==> config.mk <==
export PLATFORM = sky130hd
export DESIGN_NAME = bits_to_bytes
export DESIGN_NICKNAME = d
export VERILOG_FILES = /design/src/rtl/conv_pkg.sv /design/src/rtl/skid_buffer.sv /design/src/rtl/bits_to_bytes.sv
export SDC_FILE = /design/constraint.sdc
export NUM_CORES = 1
export LEC_CHECK = 0
export BUFFER_PORTS_ARGS = -buffer_cell sky130_fd_sc_hd__buf_2
export CAP_MARGIN = 40
export CORE_ASPECT_RATIO = 1.5
export CORE_MARGIN = 10
export CORE_UTILIZATION = 45
export CTS_CLUSTER_DIAMETER = 60
export DETAILED_ROUTE_END_ITERATION = 8
export MAX_ROUTING_LAYER = met4
export PLACE_DENSITY = 0.73
export SYNTH_ARGS = -nofsm -noshare
export SYNTH_HDL_FRONTEND = slang
export SYNTH_SLANG_ARGS = --single-unit
==> constraint.sdc <==
create_clock -name clk_i -period 1.7 [get_ports clk_i]
set_input_delay 0.34 -clock clk_i [delete_from_list [all_inputs] [get_ports clk_i]]
set_output_delay 0.34 -clock clk_i [all_outputs]
set_load 0.01 [all_outputs]
==> src/rtl/conv_pkg.sv <==
// Shared types and the bit-to-byte mapping used by the converters.
// Byte i of the result is bits[8i +: 8]; pure rewiring, no arithmetic.
package conv_pkg;

    // Packages cannot be parameterised, so the mapping works on the widest
    // supported vector. Callers zero-extend and keep the low N_BYTES bytes.
    localparam int MAX_BYTES = 64;
    localparam int MAX_BITS  = MAX_BYTES * 8;

    typedef logic [MAX_BYTES-1:0][7:0] byte_arr_t;

    typedef enum logic [1:0] {
        SKID_EMPTY = 2'd0,
        SKID_ONE   = 2'd1,
        SKID_FULL  = 2'd2
    } skid_state_t;

    function automatic byte_arr_t bits_to_bytes_f(input logic [MAX_BITS-1:0] bits);
        byte_arr_t b;
        for (int i = 0; i < MAX_BYTES; i++) begin
            b[i] = bits[i*8 +: 8];
        end
        return b;
    endfunction

endpackage

==> src/rtl/skid_buffer.sv <==
// Two-entry valid/ready skid buffer: main output register plus one skid slot.
// Latency one cycle; in_ready is registered (skid empty), no path from out_ready.
module skid_buffer
    import conv_pkg::*;
#(
    parameter int WIDTH = 32
) (
    input  logic             clk_i,
    input  logic             rst_ni,
    input  logic [WIDTH-1:0] in_data,
    input  logic             in_valid,
    output logic             in_ready,
    output logic [WIDTH-1:0] out_data,
    output logic             out_valid,
    input  logic             out_ready
);

    skid_state_t      state_q, state_d;
    logic [WIDTH-1:0] main_q, main_d;
    logic [WIDTH-1:0] skid_q, skid_d;
    logic             rdy_q;
    logic             accept;
    logic             drain;

    always_ff @(posedge clk_i) begin
        if (!rst_ni) begin
            state_q <= SKID_EMPTY;
            main_q  <= '0;
            skid_q  <= '0;
            rdy_q   <= 1'b0;
        end else begin
            state_q <= state_d;
            main_q  <= main_d;
            skid_q  <= skid_d;
            rdy_q   <= (state_d != SKID_FULL);
        end
    end

    always_comb begin
        state_d = state_q;
        main_d  = main_q;
        skid_d  = skid_q;
        accept  = in_valid && rdy_q;
        drain   = (state_q != SKID_EMPTY) && out_ready;

        unique case (state_q)
            SKID_EMPTY: begin
                if (accept) begin
                    main_d  = in_data;
                    state_d = SKID_ONE;
                end
            end
            SKID_ONE: begin
                // A beat arriving while main drains replaces it: full throughput.
                if (accept && drain) begin
                    main_d = in_data;
                end else if (accept) begin
                    skid_d  = in_data;
                    state_d = SKID_FULL;
                end else if (drain) begin
                    state_d = SKID_EMPTY;
                end
            end
            SKID_FULL: begin
                // in_ready is low here, so only a drain can move us.
                if (drain) begin
                    main_d  = skid_q;
                    state_d = SKID_ONE;
                end
            end
            default: begin
                state_d = SKID_EMPTY;
            end
        endcase
    end

    assign in_ready  = rdy_q;
    assign out_valid = (state_q != SKID_EMPTY);
    assign out_data  = main_q;

endmodule

==> src/rtl/bits_to_bytes.sv <==
// Flat bit vector to little-endian byte array: combinational view plus a
// registered stream through a two-entry skid buffer (one-cycle latency).
module bits_to_bytes
    import conv_pkg::*;
#(
    parameter int N_BYTES = 4
) (
    input  logic                    clk_i,
    input  logic                    rst_ni,
    input  logic [N_BYTES*8-1:0]    bits_i,
    output logic [N_BYTES-1:0][7:0] bytes_o,
    input  logic                    in_valid_i,
    output logic                    in_ready_o,
    output logic                    out_valid_o,
    input  logic                    out_ready_i,
    output logic [N_BYTES-1:0][7:0] out_bytes_o
);

    localparam int W = N_BYTES * 8;

    logic [MAX_BITS-1:0]     bits_ext;
    byte_arr_t               bytes_full;
    logic [N_BYTES-1:0][7:0] bytes_conv;
    logic [W-1:0]            out_flat;

    always_comb begin
        bits_ext        = '0;
        bits_ext[W-1:0] = bits_i;
    end

    assign bytes_full = bits_to_bytes_f(bits_ext);
    assign bytes_conv = bytes_full[N_BYTES-1:0];
    assign bytes_o    = bytes_conv;

    // Bytes above N_BYTES are constant zero and intentionally dropped.
    if (N_BYTES < MAX_BYTES) begin : g_pad
        logic unused_hi;
        assign unused_hi = ^bytes_full[MAX_BYTES-1:N_BYTES];
    end

    skid_buffer #(
        .WIDTH(W)
    ) u_skid (
        .clk_i    (clk_i),
        .rst_ni   (rst_ni),
        .in_data  (bytes_conv),
        .in_valid (in_valid_i),
        .in_ready (in_ready_o),
        .out_data (out_flat),
        .out_valid(out_valid_o),
        .out_ready(out_ready_i)
    );

    assign out_bytes_o = out_flat;

endmodule

# == After elaboration in Yosys (flattened, before gate mapping) ==
# Index checks and enable logic that the tools add are counted.
# op_classes
n_bitwise,1
n_reduce_logical,8
muxes,10
eq_ne,6
# ops
op,n
$mux 32,3
$pmux 32 s3,1
$mux 2,5
$ne 2x1->1 const B,3
$pmux 2 s3,1
$reduce_and 4->1,1
$logic_and 1x1->1,3
$reduce_and 3->1,1
$reduce_bool 3->1,1
$eq 2x1->1 const B,1
$eq 2x2->1 const B,1
$logic_not 2->1,1
$ne 2x2->1 const B,1
$reduce_bool 2->1,1
$not 1->1,1
# word_totals
word_cells,29
out_inout_bits,66
ff_bits,67

# == Longest topological paths before layout ==
# Gate-level depths: netlist of run 1.
# depth
word_depth,7
ltp_mapped,6
mapped_depth_nobuf,4

# == Modules after synthesis ==
# Synthesis of run 1 repeated with hierarchy kept, for this count alone.
# unflattened
cells_unflattened,334
hier_area_um2,2976.6
# modules_own_cells
mod,cells_per_inst,area_per_inst_um2,n_inst,seq_area_each_um2
skid_buffer,302,2736.4,1,1341.3
bits_to_bytes,32,240.2,1,0.0

# == Worst setup path before layout of run 1 ==
# No wires, ideal clock.
# synth_timing
path_kind,register -> register
from,register u_skid.rdy_q (netlist: u_skid.in_ready)
to,register u_skid.main_q[10] (netlist: u_skid.out_data[10])
setup_ns,0.132
stages_incl_launch_ff,5
setup_slack_ns,0.359
path_buffers,1
arrival_time_ns,1.208
path_cell_list,dfxtp_1 nand2_1 o31ai_4 clkbuf_1 a21oi_1
# synth_between
elab_chain_len,4
elab_cells_between_ends,5
cone_classes,eq/ne: 2; reduce/logical: 3
# synth_lines
item,line_no,rtl
from (decl),skid_buffer.sv:21,logic rdy_q;
from (signal assigned),skid_buffer.sv:35,rdy_q <= (state_d != SKID_FULL);
$logic_and 1x1->1 *,skid_buffer.sv:43,accept = in_valid && rdy_q;
$logic_and 1x1->1,skid_buffer.sv:55,if (accept && drain) begin
$ne 2x1->1 (no line),n/a,
$reduce_and 4->1 (no line) *,n/a,
to (signal assigned),skid_buffer.sv:33,main_q <= main_d;
to (decl),skid_buffer.sv:19,"logic [WIDTH-1:0] main_q, main_d;"
# Every way passes the cells marked *; elsewhere a longest branch is shown, timed or not.
# A chain may end at the register's enable or synchronous reset.

# == Final worst setup path of run 1 ==
# layout_timing
from,register u_skid.state_q[1]
to,output out_valid_o
# layout_between
elab_chain_len,1
# layout_lines
item,line_no,rtl
from (decl),skid_buffer.sv:18,"skid_state_t state_q, state_d;"
from (signal assigned),skid_buffer.sv:32,state_q <= state_d;
$reduce_bool 2->1,skid_buffer.sv:78,assign out_valid = (state_q != SKID_EMPTY);
to (decl),bits_to_bytes.sv:14,"output logic out_valid_o,"
# No other way between the ends.

==> flow_summary.yaml, run 1 <==
routing:
  drt-pass1-iter-count: 4
  vias_per_cell: 5.05
  vias: 2415
  drtIter0Drc: 118
  wl_mm: 7.06
  wl_per_cell_um: 14.8
  remaining_drc_errors: 0
  ant_nets: 0
die:
  die_width_um: 86.0
  dieArea_mm2: 0.0102
  die_h_um: 119
  core_area_mm2: 0.00644
  std_cell_rows: 36
  start_util_pct: 45.6
  ios: 102
critical_path:
  cp_num_buf_inv: 1
  worstReg2RegStart: "u_skid.state_q[1]$_SDFF_PN0_"
  slowest_delay_ns: 0.41
  cp_num_cells: 2
  critPathSlowestCell: "dfxtp_1"
  reg2reg_depth: 5
  cp_top_family: "flip-flops"
  path_max_fanout: 7
  reg2reg_to: "u_skid.skid_q[31]$_SDFFE_PN0P_"
  crit_chain: "or2_2, buf_2"
  path_class: "register to output pin"
  worstSetupEndpoint: "out_valid_o"
  crit_path_start: "u_skid.state_q[1]$_SDFF_PN0_"
  rrSetupSlack_ns: 0.21
  cp-start-kind: "register"
  crit_arrival_ns: 1.21
  endpoint_kind: "output pin"
  critPathRequiredTime_ns: 1.36
clock_tree:
  cts-resized-gates: 0
  cts_max_path_buffers: 2
  cts_setup_buffers: 0
  cts.reportedPaths.clkPinSlew_ns: 0.08
  htreeDepth: 3
  root_buffer: "clkbuf_8"
  numCtsBuffers: 9
  cts_sinks: 67
  holdBufCountCts: 0
  cts_tree: "done"
  clk_latency_ns: 0.35
grt:
  grt_pass1_wl_mm: 11.3
  grt.overflow.total: 0
  antenna_found_initial: 0
  grt_pass1_vias: 2341
  grt_max_degree: 68
  grtUsageTotal_pct: 14.0
place:
  hpwlAfterDp_mm: 4.98
  io_buffers: 101
  gp_routability_congestion: 0.764
  dp.cells: 462
power:
  clockPowerShare_pct: 43.1
  vdd_drop_max_mv: 0.479
  pwr_density_cell_mw_per_mm2: 1050
  power_w: 0.00370
  power.share.sequential_pct: 45.4
  power_switching_w: 0.000893
  p_leak_nw: 1.73
  p_sw_share_pct: 24.1
  intPower_w: 0.00281
  p_comb_share_pct: 11.6
cells_and_area:
  final-instance-count-excl-fill: 478
  antennaDiodeCount: 0
  n_fill_cell: 620
  area_delta_synth_final_pct: 20.2
  drive_gt1_share_pct: 32.1
  nNetsFinal: 433
timing:
  maxSlewHeadroom_pct: 77.8
  finalHoldViolCount: 0
  drv_slew: 0
  max_freq_mhz: 643
  finalCritPeriodShare_pct: 91.5
  worst_pin_slew_ns: 0.333
  min_period_ns: 1.55
  rsz0062_at_grt: "false"
  skew_ns: 0.00906
  tns_ns: 0
  setup_viol: 0
  holdWs_ns: 0.239
logic_synthesis:
  synth_edf_count: 0
  yosys_warnings: 0
  synth_area_leaders: "dfxtp_1, mux2i_1, buf_4"
  syn_area_per_cell_um2: 8.85
  synth_cell_types: 20
  synth-async-reset-ratio_pct: 0
  synthTopCellsByCount: "dfxtp_1, nand2_1, buf_4"
  netlist_area_mm2: 0.00294
  synthCells: 332
  synth_top_cell_area_share_pct: 45.6
  synth_nets: 368
  yosysTopAreaCell: "dfxtp_1"
  synth-seq-cells: 67
  yosysSeqAreaShare_pct: 45.6
  synth_ff_type: "dfxtp_1"
min_path:
  hold_path_depth: 3
  worstHoldStart: "bits_i[7]"
  hold_class: "primary input to register"
job:
  max_cap_viol_count: 0
run_status:
  outcome: "finished, final reports clean"
-- stage by stage --
step                worst slack, ns  area [µm²]  utilization [%]
CTS                           0.144        3530             54.9
floorplan                     0.359        2940                -
global placement              0.239        3290             51.1
detailed placement            0.222        3290             51.1
global route                 0.0905        3530             54.9
finish                        0.145        3530             54.9
-- worst min path at each step --
| stage | endpoint | slack [ns] |
|---|---|---|
| global placement | u_skid.skid_q[9]$_SDFFE_PN0P_ | 0.44 |
| CTS | u_skid.skid_q[7]$_SDFFE_PN0P_ | 0.23 |
| finish | u_skid.skid_q[7]$_SDFFE_PN0P_ | 0.24 |
| floorplan | u_skid.skid_q[10]$_SDFFE_PN0P_ | 0.43 |
| detailed placement | u_skid.skid_q[29]$_SDFFE_PN0P_ | 0.44 |
| global route | u_skid.skid_q[23]$_SDFFE_PN0P_ | 0.23 |
-- cell type report --
type	count	area (µm²)	share of cell area, %
flip-flops and latches	67	1340	38.0
clock buffers	10	128	3.61
repair buffers	110	611	17.3
multi-input cells	209	1240	35.2
clock inverters	6	114	3.22
well taps	76	95.1	2.69
-- flip-flops by register name, summed over array words and instances, names as in the netlist --
register / count
u_skid.state_q: 2
u_skid.skid_q: 32
u_skid.out_data: 32
u_skid.in_ready: 1
-- worst min-delay path: stages --
cell and delay [ns]:
buf_2 0.11, nand2_1 0.05, a21boi_1 0.05
-- power groups by stage --
stage	clock network, W	registers [W]	logic (W)
2_1_floorplan	0	0.00174	0.000247
3_3_place_gp	0	0.00171	0.000429
3_5_place_dp	0	0.00171	0.000437
4_1_cts	0.00162	0.00168	0.000438
5_1_grt	0.00170	0.00169	0.000476
6_report	0.00159	0.00168	0.000428
-- cell usage in the layout, fill, tap and decap left out --
cell        synthesis  routed
and3b_1             1       1
or2_2               1       1
nor2b_2             1       1
o22ai_1             1       1
buf_12              0       3
buf_2              11     101
clkinv_4            0       1
mux2i_1            33      33
a21boi_0            2       2
clkbuf_1           10       1
buf_4              35       6
clkbuf_8            0       9
nand2b_2            0       1
nand3b_1            1       1
o21ai_1            28      28
nor2b_1             1       1
o21ai_0             4       4
nand2_1            67      67
clkinvlp_4          0       2
dfxtp_1            67      67
a21boi_1           30      30
a21oi_1            34      34
bufinv_16           0       3
and2_1              3       3
o31ai_4             1       1
-- logic make-up after synthesis --
logic type	synth area share, %
muxes	11.2
DFF	45.6
and+or+nand+nor	10.7
AOI/OAI and AO/OA	20.3
buffers and inverters	12.1
-- layer usage --
| layer | track usage, % | vias up | share of wire (%) |
|---|---|---|---|
| met4 | 6.20 | 0 | 1.9 |
| met1 | 14.4 | 1111 | 41 |
| li1 | - | 1235 | - |
| met3 | 5.46 | 9 | 6.6 |
| met5 | - | - | 0 |
| met2 | 23.0 | 60 | 50 |
No activity file was read; power rests on OpenSTA's default activity.
==> inputs of run 2 (changes only) <==
ABC_AREA = 1   (was unset)
PLACE_DENSITY = 0.72   (was 0.73)
==> run 2 against run 1 <==
- clock-buffer cell count increased by 3
- register-to-register slack improved by 0.07 ns
- worst setup slack better by 0.13 ns
- combinational power increased by 14%
==> flow_summary.yaml, run 2 <==
cells_and_area:
  antennaDiodeCount: 0
  area_delta_synth_final_pct: 15.2
  nNetsFinal: 594
  final-instance-count-excl-fill: 641
  layout_common_cells: "nand2_1, nor2_1, buf_2"
  utilization_pct: 53.6
  mostFrequentLayoutCell: "nand2_1"
  drive_gt1_share_pct: 22.9
clock_tree:
  htreeDepth: 3
  cts_max_path_buffers: 2
  numCtsBuffers: 9
  cts-resized-gates: 0
  holdBufCountCts: 0
  clk_latency_ns: 0.34
  cts.reportedPaths.clkPinSlew_ns: 0.08
  root_buffer: "clkbuf_8"
  cts_setup_buffers: 0
  cts_tree: "done"
  cts_sinks: 67
run_status:
  outcome: "finished, final reports clean"
logic_synthesis:
  synth_ff_type: "dfxtp_1"
  synth-async-reset-ratio_pct: 0
  synth_nets: 534
  synth_most_common_cell: "nand2_1"
  yosysSeqAreaShare_pct: 41.8
  synth_top_cell_area_share_pct: 41.8
  yosysTopAreaCell: "dfxtp_1"
  syn_area_per_cell_um2: 6.44
  synthCells: 498
  synth_edf_count: 0
  synth-seq-cells: 67
  synth_cell_types: 19
  netlist_area_mm2: 0.00321
  synth_area_leaders: "dfxtp_1, nand2_1, nor2_1"
  yosys_warnings: 0
  synthTopCellsByCount: "nand2_1, nor2_1, dfxtp_1"
timing:
  finalHoldViolCount: 0
  max_freq_mhz: 702
  finalCritPeriodShare_pct: 83.8
  rsz0062_at_grt: "false"
  min_period_ns: 1.42
  drv_slew: 0
  setup_viol: 0
  maxSlewHeadroom_pct: 62.3
  worst_pin_slew_ns: 0.564
  skew_ns: 0.0124
  tns_ns: 0
grt:
  grt_max_degree: 67
  grt_pass1_vias: 2746
  antenna_found_initial: 0
  grt_pass1_wl_mm: 11.8
  grt.overflow.total: 0
  grtUsageTotal_pct: 13.6
critical_path:
  crit_chain: "inv_2, nand2_1, nor2_2, nand2_2, clkinv_2, nor2_1, nor2_1"
  slowest_delay_ns: 0.38
  critPathSlowestCell: "dfxtp_1"
  path_class: "register to register"
  worstReg2RegStart: "u_skid.state_q[1]$_SDFF_PN0_"
  path_common_cell: "nor2_1"
  cp-start-kind: "register"
  worstSetupEndpoint: "u_skid.skid_q[17]$_SDFFE_PN0P_"
  endpoint_kind: "register"
  path_max_fanout: 32
  reg2reg_depth: 7
  crit_path_start: "u_skid.state_q[1]$_SDFF_PN0_"
  reg2reg_to: "u_skid.skid_q[17]$_SDFFE_PN0P_"
  rrSetupSlack_ns: 0.28
  critPathRequiredTime_ns: 1.93
  crit_arrival_ns: 1.65
routing:
  vias_per_cell: 4.50
  remaining_drc_errors: 0
  wl_mm: 7.21
  ant_nets: 0
  vias: 2882
  drtIter0Drc: 161
  drt-pass1-iter-count: 6
  wl_per_cell_um: 11.2
place:
  io_buffers: 101
  gp_routability_congestion: 0.747
  hpwlAfterDp_mm: 5.02
  dp.cells: 625
die:
  std_cell_rows: 37
  die_width_um: 88.9
  ios: 102
  dieArea_mm2: 0.0110
  die_h_um: 123
  start_util_pct: 46.5
  core_area_mm2: 0.00690
min_path:
  hold_class: "primary input to register"
  worstHoldStart: "bits_i[16]"
job:
  max_cap_viol_count: 0
power:
  vdd_drop_max_mv: 0.507
  pwr_density_cell_mw_per_mm2: 961
  p_leak_nw: 1.98
-- run 2: changes by cell type after synthesis, moves of 3 or more --
cell / delta
nand2_1: +97
a21oi_1: -33
a21boi_1: -30
clkbuf_1: -3
nor2_1: +130
inv_1: +35
o21ai_1: +3
mux2i_1: -33
buf_6: +5
-- run 2: worst max-delay path, delay by kind of cell (launching register included) --
| family | cells | cell delay, ns |
|---|---|---|
| DFF | 1 | 0.38 |
| buffers and inverters | 2 | 0.43 |
| and+or+nand+nor | 5 | 0.47 |
-- run 2: layout make-up --
| class | count | area [µm²] |
|---|---|---|
| Fill cell | 704 | 3200 |
| Sequential cell | 67 | 1340 |
| Multi-Input combinational cell | 335 | 1330 |
| Timing Repair Buffer | 107 | 576 |
| Clock buffer | 13 | 169 |
| Inverter | 38 | 144 |
| Tap cell | 78 | 97.6 |
| Clock inverter | 3 | 45.0 |
-- run 2: cell families after synthesis --
kind of cell | count (synthesis) | synth area share [%]
DFF | 67 | 41.8
and+or+nand+nor | 300 | 35.7
buffers and inverters | 96 | 17.0
AOI/OAI and AO/OA | 35 | 5.46
-- run 2: power by group --
| part | switching, W | internal [W] |
|---|---|---|
| Clock | 0.000592 | 0.000798 |
| Sequential | 0.0000330 | 0.00164 |
| Combinational | 0.000291 | 0.000196 |
-- run 2: layer usage --
layer  part of all wire (%)  vias to the layer above  global-route usage, %
li1                       -                     1565                      -
met1                     44                     1229                   14.7
met2                     48                       77                   22.9
met3                    5.7                       11                   2.96
met4                    2.0                        0                   6.89
met5                      0                        -                      -
-- run 2: metrics by stage --
stage               total power [W]  hold slack, ns  setup slack, ns  cell area [µm²]
floorplan                   0.00206           0.454            0.533             3210
global placement            0.00220           0.463            0.286             3480
detailed placement          0.00221           0.472            0.237             3480
CTS                         0.00360           0.245            0.258             3700
global route                0.00372           0.265           0.0854             3700
finish                      0.00355           0.260            0.276             3700
-- run 2: worst min-delay path by stage --
stage,end,slack [ns],cells after the start
floorplan,u_skid.skid_q[10]$_SDFFE_PN0P_,0.45,2
global placement,u_skid.skid_q[17]$_SDFFE_PN0P_,0.46,2
detailed placement,u_skid.skid_q[10]$_SDFFE_PN0P_,0.47,2
CTS,u_skid.skid_q[26]$_SDFFE_PN0P_,0.25,3
global route,u_skid.skid_q[26]$_SDFFE_PN0P_,0.26,3
finish,u_skid.skid_q[16]$_SDFFE_PN0P_,0.26,3
